File: src/rtl/rx_align_ctrl_if.sv
// Byte-stream bundle between the serial-to-parallel converter, the
// alignment controller and the downstream consumer.
//
// Strobe semantics: byte_in carries a new byte only in a cycle where
// byte_valid=1; there is no back-pressure. On the output side, data_out
// holds a new payload byte only in a cycle where valid_out=1, and slip
// is a one-cycle request to the converter. Consumers must ignore
// data_out whenever valid_out=0.
interface rx_align_ctrl_if;
  logic [7:0] byte_in;
  logic       byte_valid;
  logic       slip;
  logic       active;
  logic [7:0] data_out;
  logic       valid_out;
  logic [7:0] lock_loss_cnt;
  logic [1:0] state_dbg;

  modport slave (
    input  byte_in, byte_valid,
    output slip, active, data_out, valid_out, lock_loss_cnt, state_dbg
  );

  modport master (
    output byte_in, byte_valid,
    input  slip, active, data_out, valid_out, lock_loss_cnt, state_dbg
  );
endinterface

File: src/rtl/rx_align_ctrl.sv
// rx_align_ctrl: receive-side lane alignment controller (clk_4f domain).
// Hunts for COM, requests bit slips from the converter until bytes line
// up, declares the lane active after LOCK_COM consecutive COMs, then
// forwards payload bytes and drops lock after MAX_GAP bytes without COM.
// Optional feature macro: RX_ALIGN_STATS_EN enables the saturating
// lock-loss counter; without it lock_loss_cnt is tied to 8'h00.
// state_dbg exposes the FSM state (0=SEARCH, 1=LOCKING, 2=ACTIVE).
module rx_align_ctrl #(
  parameter logic [7:0] COM       = 8'hBC,
  parameter int         LOCK_COM  = 4,
  parameter int         SLIP_WAIT = 16,
  parameter int         MAX_GAP   = 64
) (
  input logic          clk_4f,
  input logic          reset,
  rx_align_ctrl_if.slave bus
);

  typedef enum logic [1:0] {
    SEARCH  = 2'd0,
    LOCKING = 2'd1,
    ACTIVE  = 2'd2
  } state_t;

  // Counter compare points: a slip / lock loss fires on the byte that
  // would bring gap_cnt to the limit, so the limit counts bytes exactly.
  localparam logic [3:0] LOCK_N    = 4'(LOCK_COM);
  localparam logic [7:0] SLIP_LAST = 8'(SLIP_WAIT - 1);
  localparam logic [7:0] GAP_LAST  = 8'(MAX_GAP - 1);

  state_t     state_q, state_d;
  logic [3:0] com_q, com_d;
  logic [7:0] gap_q, gap_d;
  logic [7:0] data_q, data_d;
  logic       slip_q, slip_d;
  logic       valid_q, valid_d;
  logic       active_q;
  logic       is_com;

  assign is_com = (bus.byte_in == COM);

  // Next-state and next-output logic; everything holds without byte_valid.
  always_comb begin
    state_d = state_q;
    com_d   = com_q;
    gap_d   = gap_q;
    data_d  = data_q;
    slip_d  = 1'b0;
    valid_d = 1'b0;
    if (bus.byte_valid) begin
      case (state_q)
        SEARCH: begin
          if (is_com) begin
            com_d   = 4'd1;
            gap_d   = 8'd0;
            state_d = (LOCK_N == 4'd1) ? ACTIVE : LOCKING;
          end else if (gap_q == SLIP_LAST) begin
            slip_d = 1'b1;
            gap_d  = 8'd0;
          end else begin
            gap_d = gap_q + 8'd1;
          end
        end
        LOCKING: begin
          if (is_com) begin
            if (com_q + 4'd1 == LOCK_N) begin
              state_d = ACTIVE;
              com_d   = 4'd0;
              gap_d   = 8'd0;
            end else begin
              com_d = com_q + 4'd1;
            end
          end else begin
            // Broken run: restart the hunt without charging a slip.
            state_d = SEARCH;
            com_d   = 4'd0;
            gap_d   = 8'd0;
          end
        end
        ACTIVE: begin
          if (is_com) begin
            gap_d = 8'd0;
          end else begin
            data_d  = bus.byte_in;
            valid_d = 1'b1;
            if (gap_q == GAP_LAST) begin
              state_d = SEARCH;
              com_d   = 4'd0;
              gap_d   = 8'd0;
            end else begin
              gap_d = gap_q + 8'd1;
            end
          end
        end
        default: begin
          state_d = SEARCH;
          com_d   = 4'd0;
          gap_d   = 8'd0;
        end
      endcase
    end
  end

  // State, counter and output registers with asynchronous reset.
  always_ff @(posedge clk_4f or posedge reset) begin
    if (reset) begin
      state_q  <= SEARCH;
      com_q    <= 4'd0;
      gap_q    <= 8'd0;
      data_q   <= 8'h00;
      slip_q   <= 1'b0;
      valid_q  <= 1'b0;
      active_q <= 1'b0;
    end else begin
      state_q  <= state_d;
      com_q    <= com_d;
      gap_q    <= gap_d;
      data_q   <= data_d;
      slip_q   <= slip_d;
      valid_q  <= valid_d;
      active_q <= (state_d == ACTIVE);
    end
  end

`ifdef RX_ALIGN_STATS_EN
  logic [7:0] loss_q;

  // Count ACTIVE->SEARCH transitions, saturating at 8'hFF.
  always_ff @(posedge clk_4f or posedge reset) begin
    if (reset) begin
      loss_q <= 8'h00;
    end else if (state_q == ACTIVE && state_d == SEARCH && loss_q != 8'hFF) begin
      loss_q <= loss_q + 8'd1;
    end
  end

  assign bus.lock_loss_cnt = loss_q;
`else
  assign bus.lock_loss_cnt = 8'h00;
`endif

  assign bus.slip      = slip_q;
  assign bus.active    = active_q;
  assign bus.data_out  = data_q;
  assign bus.valid_out = valid_q;
  assign bus.state_dbg = state_q;

endmodule

File: src/flat_wrapper.sv
// flat-port wrapper written by rule: the top's interface ports become plain ports
module rx_align_ctrl_flat 
#(
  parameter logic [7:0] COM       = 8'hBC,
  parameter int         LOCK_COM  = 4,
  parameter int         SLIP_WAIT = 16,
  parameter int         MAX_GAP   = 64
)
  (clk_4f, reset, bus_byte_in, bus_byte_valid, bus_slip, bus_active, bus_data_out, bus_valid_out, bus_lock_loss_cnt, bus_state_dbg);
  rx_align_ctrl_if bus_i ();
  input logic clk_4f;
  input logic reset;
  input wire logic [$bits(bus_i.byte_in)-1:0] bus_byte_in;
  input wire logic [$bits(bus_i.byte_valid)-1:0] bus_byte_valid;
  output wire logic [$bits(bus_i.slip)-1:0] bus_slip;
  output wire logic [$bits(bus_i.active)-1:0] bus_active;
  output wire logic [$bits(bus_i.data_out)-1:0] bus_data_out;
  output wire logic [$bits(bus_i.valid_out)-1:0] bus_valid_out;
  output wire logic [$bits(bus_i.lock_loss_cnt)-1:0] bus_lock_loss_cnt;
  output wire logic [$bits(bus_i.state_dbg)-1:0] bus_state_dbg;
  assign bus_i.byte_in = bus_byte_in;
  assign bus_i.byte_valid = bus_byte_valid;
  assign bus_slip = bus_i.slip;
  assign bus_active = bus_i.active;
  assign bus_data_out = bus_i.data_out;
  assign bus_valid_out = bus_i.valid_out;
  assign bus_lock_loss_cnt = bus_i.lock_loss_cnt;
  assign bus_state_dbg = bus_i.state_dbg;
  rx_align_ctrl #(.COM(COM), .LOCK_COM(LOCK_COM), .SLIP_WAIT(SLIP_WAIT), .MAX_GAP(MAX_GAP)) u_core (.clk_4f(clk_4f), .reset(reset), .bus(bus_i));
endmodule
File: config.mk
export PLATFORM = sky130hd
export DESIGN_NAME = rx_align_ctrl_flat
export DESIGN_NICKNAME = d
export VERILOG_FILES = /design/src/rtl/rx_align_ctrl_if.sv /design/src/rtl/rx_align_ctrl.sv /design/src/flat_wrapper.sv
export SDC_FILE = /design/constraint.sdc
export NUM_CORES = 1
export LEC_CHECK = 0
export ABC_AREA = 1
export BUFFER_PORTS_ARGS = -buffer_cell sky130_fd_sc_hd__buf_2
export CAP_MARGIN = 20
export CORE_UTILIZATION = 45
export DETAILED_ROUTE_END_ITERATION = 7
export PLACE_DENSITY = 0.71
export SYNTH_ARGS = -nofsm -noshare
export SYNTH_HDL_FRONTEND = slang
export SYNTH_SLANG_ARGS = --single-unit
export TNS_END_PERCENT = 30
File: constraint.sdc
create_clock -name clk_4f -period 1.6 [get_ports clk_4f]
set_input_delay 0.32 -clock clk_4f [delete_from_list [all_inputs] [get_ports clk_4f]]
set_output_delay 0.32 -clock clk_4f [all_outputs]
set_load 0.1 [all_outputs]
Word-level counts from Yosys, hierarchy flattened
Index checks and enable logic that the tools add are counted.

Latch bits: 0. Register bits: 25. Input port bits: 11. Word-level logic and storage cells: 52. Memories: 0. Memory bits (read-only): 0. Bits in writable memories: 0.

Equality and inequality tests: 11. Reduce and logical (&&, ||, !) cells: 4. Divide/modulo/power cells: 0. Muxes and demuxes: 27. Shift-type cells: 0. Add/subtract/negate cells: 2. Multiply operators: 0. Bitwise gates (word level): 1. $lt $le $gt $ge: 0.

Operators by type and width (number): $mux 8 (6); $pmux 8 s3 (1); $mux 4 (5); $mux 2 (6); $pmux 4 s3 (1); $add 8x1->8 const B (1); $eq 8x4->1 const B (1); $eq 8x6->1 const B (1); $eq 8x8->1 const B (1); $mux 1 (7); $pmux 2 s3 (1); $add 4x1->4 const B (1); $eq 2x2->1 const B (2); $eq 4x3->1 const B (1); $ne 2x1->1 const B (2); $reduce_and 4->1 (1); $ne 3x3->1 const B (1); $reduce_and 3->1 (1); $eq 2x1->1 const B (1); $logic_not 2->1 (1); $ne 2x2->1 const B (1); $reduce_and 2->1 (1); $not 1->1 (1).

Longest topological paths before layout
Gate-level depths: netlist (run 1).

Depth after elaboration: 7. Mapped depth: 12. Gate-level depth less buffers: 12.

Worst setup path after synthesis (run 1)
No wires, ideal clock.

Path kind: flip-flop to flip-flop. Start: register u_core.state_q[1] (netlist: u_core.bus.state_dbg[1]). End: register u_core.data_q[0] (netlist: u_core.bus.data_out[0]). Data required time: 1.475 ns. Clock period less this slack: 1.946 ns. Setup slack: -0.346 ns. Arrival: 1.821 ns. Cell stages (with the launch flop): 7. Cell sequence: dfrtp_1 inv_1 nor2_2 nand3_2 buf_4 nand2_1 o21ai_1.

Longest elaborated chain between the ends: 2.

RTL lines: start, declared (RTL line rx_align_ctrl.sv:31) `state_t state_q, state_d;`; start signal, assigned (RTL line rx_align_ctrl.sv:115) `state_q <= state_d;`; $eq 2x2->1 (RTL line rx_align_ctrl.sv:51) `case (state_q)`; $reduce_and 3->1 (no source line); end signal, assigned (RTL line rx_align_ctrl.sv:118) `data_q <= data_d;`; end, declared (RTL line rx_align_ctrl.sv:34) `logic [7:0] data_q, data_d;`.

Every way passes these cells. A chain may end at the register's enable or synchronous reset.

Worst setup path in the final report (run 1)
Start: register u_core.com_q[1]. End: register u_core.gap_q[3].

Longest elaborated chain between the ends: 4.

RTL lines: start, declared (RTL line rx_align_ctrl.sv:32) `logic [3:0] com_q, com_d;`; start signal, assigned (RTL line rx_align_ctrl.sv:116) `com_q <= com_d;`; $add 4x1->4 (RTL line rx_align_ctrl.sv:66) `if (com_q + 4'd1 == LOCK_N) begin`; $eq 4x3->1 (RTL line rx_align_ctrl.sv:66); $ne 3x3->1 (no source line); $reduce_and 2->1 (no source line); end signal, assigned (RTL line rx_align_ctrl.sv:117) `gap_q <= gap_d;`; end, declared (RTL line rx_align_ctrl.sv:33) `logic [7:0] gap_q, gap_d;`.

Every way passes these cells.

==> run_results.csv, run 1 <==
group,metric,value,unit
global_route,grt_max_degree,26,
floorplan,coreArea,0.00315,mm²
job,cap_violations,0,
sta,hold_viol,0,
yosys,netlist_area,0.00154,mm²
setup_path,required,1820,ps
run_status,outcome,"finished, final reports clean",
placed_design,gp_congestion,0.934,
routing,via_per_inst,4.69,
placed_design,placed_cells,279,
setup_path,r2r-start,"u_core.com_q[1]",
finish,multi_input_area,776,µm²
worst_hold_path,hold_path_class,"in2async",
cts,cts.sinks,25,
setup_path,crit_start,"u_core.com_q[1]",
setup_path,start_kind,"register",
yosys,post_synth_num_cell_types,26,
finish,drive_gt1_share,27.8,%
finish,synthToLayoutAreaGrowth,17.2,%
routing,drtIter0Drc,48,
power,power_density,851,mW/mm²
global_route,grt_antenna_before_repair,0,
yosys,ys_seq_elements,25,
sta,period_minus_slack,1520,ps
yosys,ys_warn_count,0,
finish,fillers,303,
yosys,synth_edf_count,0,
sta,fin_skew,5.77,ps
routing,first_pass_iters,4,
yosys,synth_area_leaders,"dfrtp_1 41%, nand2_1 19%, inv_1 5.6%",
setup_path,path_class,"reg2reg",
power,irDropWorstVdd,0.000453,V
finish,stdcell_count,289,
finish,final_common_cell,"nand2_1",
finish,regArea,631,µm²
sta,fmax,0.658,GHz
yosys,synth_top_area_share,40.6,%
floorplan,die_area,0.00367,mm²
finish,final_cell_mix,"76 x nand2_1, 23 x buf_2, 23 x dfrtp_1",
routing,vias,1355,
setup_path,crit_arrival,1740,ps
floorplan,ios,32,
finish,num_antenna_cells,0,
global_route,grt_usage,18.6,%
routing,drc,0,
floorplan,die_y,60.6,µm
yosys,seq_area_frac_synth,40.6,%
sta,timing.hold.ws,22.5,ps
global_route,grt_pass1_vias,1206,
cts,insertion_delay,320,ps
sta,period_share,95.0,%
yosys,yosys_most_used_dff,"dfrtp_1",
global_route,overflow,0,
yosys,ys_async_sr_fraction,100,%
cts,clock-root-buffer,"clkbuf_4",
power,p_total,1.54,mW
finish,final_util,57.3,%
floorplan,die_w,60.6,µm
routing,wl_per_cell,10.3,µm
setup_path,end_kind,"register",
cts,path_clk_slew,140,ps
finish,nets,260,
cts,cts_buffer_depth,2,
placed_design,numPortBuffers,23,
sta,setup_viol,0,
routing,ant_nets,0,
cts,cts_tree,"done",
yosys,synth_area_per_cell,7.42,µm²
power,leakagePower,0.992,nW
cts,cts_inserted_buffers,3,
placed_design,dp_hpwl,2290,µm
floorplan,rows,20,
setup_path,path_max_fanout,5,
cts,htreeDepth,1,
yosys,postSynthCellCount,208,
routing,drt_wl_total,2980,µm
yosys,yosysTopAreaCell,"dfrtp_1",
sta,finalMaxSlewViolations,0,
global_route,grt_first_pass_wirelength,5040,µm
sta,rsz0062_at_grt,"yes",
floorplan,start_util,48.9,%
-- area by class of cell --
| cell class | instances | share of cell area [%] |
|---|---|---|
| Timing Repair Buffer | 35 | 11.3 |
| Multi-Input combinational cell | 152 | 42.9 |
| Clock inverter | 1 | 0.415 |
| Sequential cell | 25 | 34.9 |
| Tap cell | 44 | 3.04 |
| Clock buffer | 3 | 1.25 |
| Inverter | 29 | 6.16 |
-- kinds of logic (layout without fill, tap and decap cells) --
kind of cell | count (synthesis) | in the layout | share of synthesized area, %
and+or+nand+nor | 124 | 125 | 39.2
buffers and inverters | 39 | 68 | 12.1
DFF | 25 | 25 | 40.6
AOI/OAI and AO/OA | 16 | 16 | 5.51
adders and majority gates | 3 | 3 | 2.43
other | 1 | 8 | 0.243
-- path summary, 6_finish.rpt --
check / end / slack, ps / cells past startpoint
worst max-delay path: u_core.gap_q[3] / 80 / 11
worst min-delay path: u_core.gap_q[4] / 20 / 3
worst max register to register: u_core.gap_q[3] / 80 / 11
worst min register to register: u_core.bus.data_out[4] / 490 / 2
max in group asynchronous: u_core.bus.state_dbg[1] / 1320 / 3
min in group clk_4f: u_core.bus.data_out[2] / 200 / 3
-- power by group --
| part | switching [mW] | internal, mW |
|---|---|---|
| combinational | 0.307 | 0.149 |
| clock | 0.188 | 0.0954 |
| sequential | 0.0933 | 0.706 |
-- per-layer routing --
| metal | part of all wire, % | up-vias | global-route usage [%] | wire length (µm) |
|---|---|---|---|---|
| li1 | - | 709 | - | - |
| met1 | 48 | 618 | 25.5 | 1440 |
| met2 | 47 | 24 | 30.6 | 1410 |
| met3 | 3.2 | 4 | 1.92 | 95 |
| met4 | 0.94 | 0 | 6.82 | 28 |
| met5 | 0 | - | 0 | 0 |
-- flip-flops by register name, indices dropped and copies added (netlist names) --
signal and flops:
u_core.bus.data_out 8, u_core.gap_q 8, u_core.com_q 4, u_core.bus.state_dbg 2, u_core.bus.active 1, u_core.bus.slip 1
u_core.bus.valid_out 1
-- through the flow --
step / TNS (ps) / setup WS [ps] / instance area (µm²)
finish: 0 / 79.6 / 1810
global route: -277 / -51.1 / 1810
CTS: 0 / 37.9 / 1750
detailed placement: 0 / 61.3 / 1720
global placement: 0 / 87.2 / 1720
floorplan: 0 / 77.0 / 1570
-- cells in the mapped netlist (3+ instances only) --
library cell,number
o21ai_1,9
nand3_1,15
inv_2,3
dfrtp_1,25
nor2_1,5
buf_4,10
ha_1,3
nand2_1,77
nor2_2,4
inv_1,23
nand4_1,7
nor2_4,3
a21oi_1,3
nand2_2,5
-- what timing repair did --
action                                  4_1_cts  5_1_grt
gates resized for setup                       0        4
setup buffers                                 0        5
endpoints found under the setup margin        0        9
hold buffers                                  0        0
-- critical path: stages, from the launching register on --
cell and delay, ps:
dfrtp_1 450, ha_2 220, inv_2 50, nand2_2 50, nand2_2 80, nor2_4 30
nand2_2 70, inv_2 50, nor2_4 200, nor2_4 80, nand2_1 90, nand2_1 50
No activity file was read; power rests on OpenSTA's default activity.
==> inputs of run 2 (changes only) <==
CORE_UTILIZATION = 40   (was 45)
PLACE_DENSITY = 0.64   (was 0.71)
==> run 2 against run 1 <==
Net effect: sequential power increased by 2%; worst setup slack got worse by 7.0 ps; highest routed layer unchanged; global-route usage decreased by 3.0 points; via count decreased by 0.44%; clock power increased by 41%.
==> run_results.csv, run 2 (synthesis gave the netlist of run 1 again) <==
group,metric,value,unit
run_status,outcome,"finished, final reports clean",
floorplan,rows,22,
finish,multi_input_area,808,µm²
finish,final_util,50.1,%
setup_path,reg2regPathDepth,11,
finish,final_common_cell,"nand2_1",
sta,finalMaxSlewViolations,0,
cts,clock-root-buffer,"clkbuf_8",
worst_hold_path,hold_path_class,"in2async",
floorplan,start_util,41.8,%
routing,via_per_inst,4.65,
finish,regArea,632,µm²
sta,fmax,0.655,GHz
sta,fin_skew,9.21,ps
power,power_frac_seq,47.8,%
cts,cts_buffer_depth,2,
routing,first_pass_iters,4,
sta,period_share,95.5,%
setup_path,path_class,"reg2reg",
floorplan,die_y,64.1,µm
cts,htreeDepth,1,
finish,fin_area,0.00185,mm²
finish,stdcell_count,290,
routing,drc,0,
power,leakagePower,0.993,nW
cts,cts_inserted_buffers,3,
sta,hold_viol,0,
setup_path,required,1820,ps
placed_design,numPortBuffers,23,
floorplan,die_w,64.1,µm
power,swShare,37.5,%
sta,rsz0062_at_grt,"yes",
cts,insertion_delay,280,ps
setup_path,r2r_end,"u_core.gap_q[6]",
setup_path,r2r-start,"u_core.com_q[0]",
job,cap_violations,0,
finish,nets,257,
setup_path,end_kind,"register",
power,irDropWorstVdd,0.000523,V
sta,setup_viol,0,
placed_design,dp_hpwl,2270,µm
finish,fillers,368,
global_route,grt_usage,15.6,%
global_route,overflow,0,
global_route,grt_pass1_vias,1196,
placed_design,placed_cells,282,
floorplan,ios,32,
power,p_comb_share,28.7,%
setup_path,path_max_fanout,6,
cts,cts.sinks,25,
floorplan,coreArea,0.00369,mm²
power,p_sw,638,µW
routing,drtIter0Drc,45,
finish,synthToLayoutAreaGrowth,19.8,%
finish,num_antenna_cells,0,
placed_design,dpl_cell_area,0.00172,mm²
power,power.share.clock,23.5,%
cts,path_clk_slew,100,ps
global_route,grt_antenna_before_repair,0,
floorplan,die_area,0.00411,mm²
finish,final_cell_mix,"72 x nand2_1, 23 x buf_2, 22 x dfrtp_1",
routing,drt_wl_total,3040,µm
power,power_density,921,mW/mm²
routing,wl_per_cell,10.5,µm
setup_path,start_kind,"register",
power,p_total,1.70,mW
sta,fin_tns_setup,0,ps
setup_path,rrSetupSlack,70,ps
cts,cts_tree,"done",
power,p_int,1.06,mW
routing,vias,1349,
routing,ant_nets,0,
global_route,grt_max_degree,26,
setup_path,crit_arrival,1750,ps
global_route,grt_first_pass_wirelength,5040,µm
placed_design,gp_congestion,0.846,
finish,drive_gt1_share,29.8,%
sta,period_minus_slack,1530,ps
[run 2: changes by cell type in the layout (fill, tap and decap cells not counted), sizes merged]
cell,delta
buf,-3
clkinvlp,-1
inv,+1
[run 2: worst max-delay path: stages, from the launching register on]
cell and delay (ps):
dfrtp_2 460, buf_6 130, ha_2 170, inv_2 60
nor2_4 30, nand2_2 80, inv_2 50, nor2_4 190
nor2_8 80, inv_4 100, nand2_1 50, nand2_1 60
[run 2: layer usage]
layer	vias to the layer above	track usage, %	routed length [µm]
met1	619	20.2	1430
met2	22	26.1	1460
met3	4	3.21	108
met5	-	0	0
li1	704	-	-
met4	0	4.72	33
[run 2: area by class of cell]
class                      instances  area share, %
sequential                        25           34.2
tap                               48           3.25
multi-input combinational        152           43.7
clock buffer                       3           2.23
inverter                          29           6.03
clock inverter                     1          0.474
timing repair buffer              32           10.1
[run 2: worst max-delay path by stage]
stage	startpoint	end	slack, ps	depth (start not counted)
2_1_floorplan	u_core.bus.state_dbg[1]	u_core.bus.data_out[0]	80	6
3_3_place_gp	u_core.com_q[0]	u_core.gap_q[0]	90	11
3_5_place_dp	u_core.com_q[0]	u_core.gap_q[1]	50	11
4_1_cts	u_core.com_q[0]	u_core.gap_q[1]	40	11
5_1_grt	u_core.com_q[0]	u_core.gap_q[7]	-30	12
6_report	u_core.com_q[0]	u_core.gap_q[6]	70	11
[run 2: what timing repair did]
action                     4_1_cts  5_1_grt
resized for setup                0       15
setup endpoints to repair        0       13
hold buffers                     0        0
setup buffers                    0        3
[run 2: through the flow]
stage,hold WS (ps),setup slack (ps)
2_1_floorplan,347,77.0
3_3_place_gp,389,93.9
3_5_place_dp,386,52.2
4_1_cts,75.3,35.9
5_1_grt,102,-26.2
6_report,71.5,72.7
[run 2: power groups by stage]
stage	logic (mW)	registers (mW)	clock network, mW
final	0.488	0.813	0.401
after detailed placement	0.440	0.810	0
after global placement	0.440	0.808	0
after global routing	0.556	0.823	0.440
after CTS	0.442	0.797	0.422
after floorplan	0.368	0.791	0
==> inputs of run 3 (changes only) <==
--- a/config.mk
+++ b/config.mk
@@ -10,2 +10,3 @@
 export CAP_MARGIN = 20
+export CORE_ASPECT_RATIO = 1.2
 export CORE_UTILIZATION = 40
==> constraint.sdc (replaced) <==
create_clock -name clk_4f -period 1.6 [get_ports clk_4f]
set_input_delay 0.16 -clock clk_4f [delete_from_list [all_inputs] [get_ports clk_4f]]
set_output_delay 0.16 -clock clk_4f [all_outputs]
set_load 0.1 [all_outputs]
==> run 3 against run 2 <==
Net effect: total power decreased by 3.4%; clock power is 8.7% lower; via count grew 2.1%; worst setup slack better by 12 ps; hold slack gained 22 ps; first-iteration DRC count rose by 4.4%; non-clock buffer count shrank 1; routed wire length rose by 1.4%; fmax is 0.77% higher; critical path depth did not move; sequential power shrank 2%; critical endpoint is now u_core.gap_q[0].
==> run_results.csv, run 3 (synthesis gave the netlist of run 1 again) <==
group,metric,value,unit
setup_path,crit_arrival,1680,ps
routing,ant_nets,0,
placed_design,dp_hpwl,2380,µm
sta,setup_viol,0,
sta,fmax,0.660,GHz
floorplan,die_w,58.7,µm
global_route,grt_max_degree,16,
global_route,overflow,0,
setup_path,cp_cell_sequence,"ha_2 -> inv_2 -> nand2_2 -> nand2_2 -> nor2_4 -> nand2_2 -> inv_2 -> nor2_4 -> nor2_8 -> nand3b_1 -> nand2_1",
finish,drive_gt1_share,27.8,%
sta,finalMaxSlewViolations,0,
cts,cts_buffer_depth,2,
global_route,grt_antenna_before_repair,0,
placed_design,numPortBuffers,23,
floorplan,ios,32,
global_route,grt_usage,16.7,%
finish,final_cell_mix,"73 x nand2_1, 23 x buf_2, 22 x inv_1, 22 x dfrtp_1, 15 x nand3_1",
routing,vias,1378,
power,irDropWorstVdd,0.000448,V
run_status,outcome,"finished, final reports clean",
routing,via_per_inst,4.70,
setup_path,rrSetupSlack,80,ps
finish,final_common_cell,"nand2_1",
cts,insertion_delay,260,ps
cts,path_clk_slew,90,ps
finish,stdcell_count,293,
power,p_int,1.05,mW
setup_path,cpMostUsedCell,"nand2_2",
power,p_comb_share,29.3,%
setup_path,r2r_end,"u_core.gap_q[0]",
placed_design,placed_cells,285,
routing,drtIter0Drc,47,
global_route,grt_first_pass_wirelength,5410,µm
routing,first_pass_iters,4,
setup_path,required,1760,ps
floorplan,die_y,70.0,µm
power,power.share.clock,22.3,%
cts,clock-root-buffer,"clkbuf_8",
routing,wl_per_cell,10.5,µm
worst_hold_path,min_from,"bus_byte_in[5]",
routing,drc,0,
setup_path,path_class,"reg2reg",
finish,nets,256,
placed_design,gp_congestion,0.895,
setup_path,start_kind,"register",
setup_path,r2r-start,"u_core.com_q[1]",
sta,period_share,94.7,%
job,cap_violations,0,
power,swShare,36.4,%
power,p_total,1.64,mW
setup_path,reg2regPathDepth,11,
worst_hold_path,holdPathStages,3,
worst_hold_path,holdPathEnd,"u_core.bus.data_out[5]",
setup_path,cpPeakStageDelay,430,ps
floorplan,die_area,0.00411,mm²
sta,rsz0062_at_grt,"yes",
cts,cts_inserted_buffers,3,
setup_path,crit_slowest_cell,"dfrtp_1",
power,leakagePower,0.990,nW
power,p_sw,598,µW
power,power_frac_seq,48.4,%
setup_path,path_max_fanout,5,
floorplan,rows,24,
cts,htreeDepth,1,
floorplan,coreArea,0.00366,mm²
cts,cts.sinks,25,
cts,cts_tree,"done",
routing,met3_length,115,µm
power,power_density,899,mW/mm²
sta,period_minus_slack,1520,ps
finish,synthToLayoutAreaGrowth,18.5,%
sta,hold_viol,0,
global_route,grt_pass1_vias,1286,
floorplan,start_util,42.1,%
sta,fin_skew,3.37,ps
routing,route.met2.wl,1550,µm
finish,fin_area,0.00183,mm²
routing,top_layer_used,"met4",
worst_hold_path,hold_path_class,"in2reg",
setup_path,end_kind,"register",
finish,num_antenna_cells,0,
placed_design,dpl_cell_area,0.00173,mm²
routing,wl_met1,1390,µm
routing,drt_wl_total,3080,µm
-- run 3: metal layers --
metal	vias to the layer above	GRT usage, %
li1	706	-
met1	629	22.5
met2	37	27.1
met3	6	2.78
met5	-	0
met4	0	5.82
-- run 3: repair_timing --
action / CTS / global route
resized for setup: 0 / 8
endpoints found under the hold margin: 10 / 0
setup buffers: 0 / 2
hold buffers: 1 / 0
setup endpoints to repair: 0 / 11
-- run 3: layout make-up --
cell class | instances | area [µm²]
clock inverter | 1 | 5.00
clock buffer | 3 | 41.3
sequential | 25 | 632
inverter | 29 | 111
fill | 387 | 1840
timing repair buffer | 31 | 190
tap | 52 | 65.1
multi-input combinational | 152 | 783
-- run 3: worst max-delay path by stage --
stage	start	end	cells past startpoint
after floorplan	u_core.bus.state_dbg[1]	u_core.bus.data_out[0]	6
after global placement	u_core.com_q[0]	u_core.gap_q[6]	11
after detailed placement	u_core.com_q[0]	u_core.gap_q[6]	11
after CTS	u_core.com_q[0]	u_core.gap_q[6]	11
after global routing	u_core.com_q[1]	u_core.gap_q[6]	12
final	u_core.com_q[1]	u_core.gap_q[0]	11
-- run 3: power by group through the flow --
| stage | clock, mW | sequential [mW] | combinational [mW] |
|---|---|---|---|
| 6_report | 0.366 | 0.795 | 0.482 |
| 5_1_grt | 0.399 | 0.805 | 0.550 |
| 4_1_cts | 0.383 | 0.794 | 0.456 |
| 3_5_place_dp | 0 | 0.807 | 0.452 |
| 2_1_floorplan | 0 | 0.791 | 0.368 |
| 3_3_place_gp | 0 | 0.806 | 0.454 |
-- run 3: worst max-delay path, delay by kind of cell, from the launching register on --
| kind | cells | cell delay (ps) |
|---|---|---|
| fa+ha+maj | 1 | 220 |
| buf+inv | 2 | 110 |
| flops | 1 | 430 |
| simple gates | 8 | 650 |
-- run 3: metrics by stage --
stage	TNS (ps)	util, %	hold WS [ps]	setup WS, ps
floorplan	0	-	187	77.0
global placement	0	47.2	198	72.2
detailed placement	0	47.2	199	48.5
CTS	0	48.7	92.3	29.2
global route	-3.39	49.9	119	-3.39
finish	0	49.9	93.6	84.4
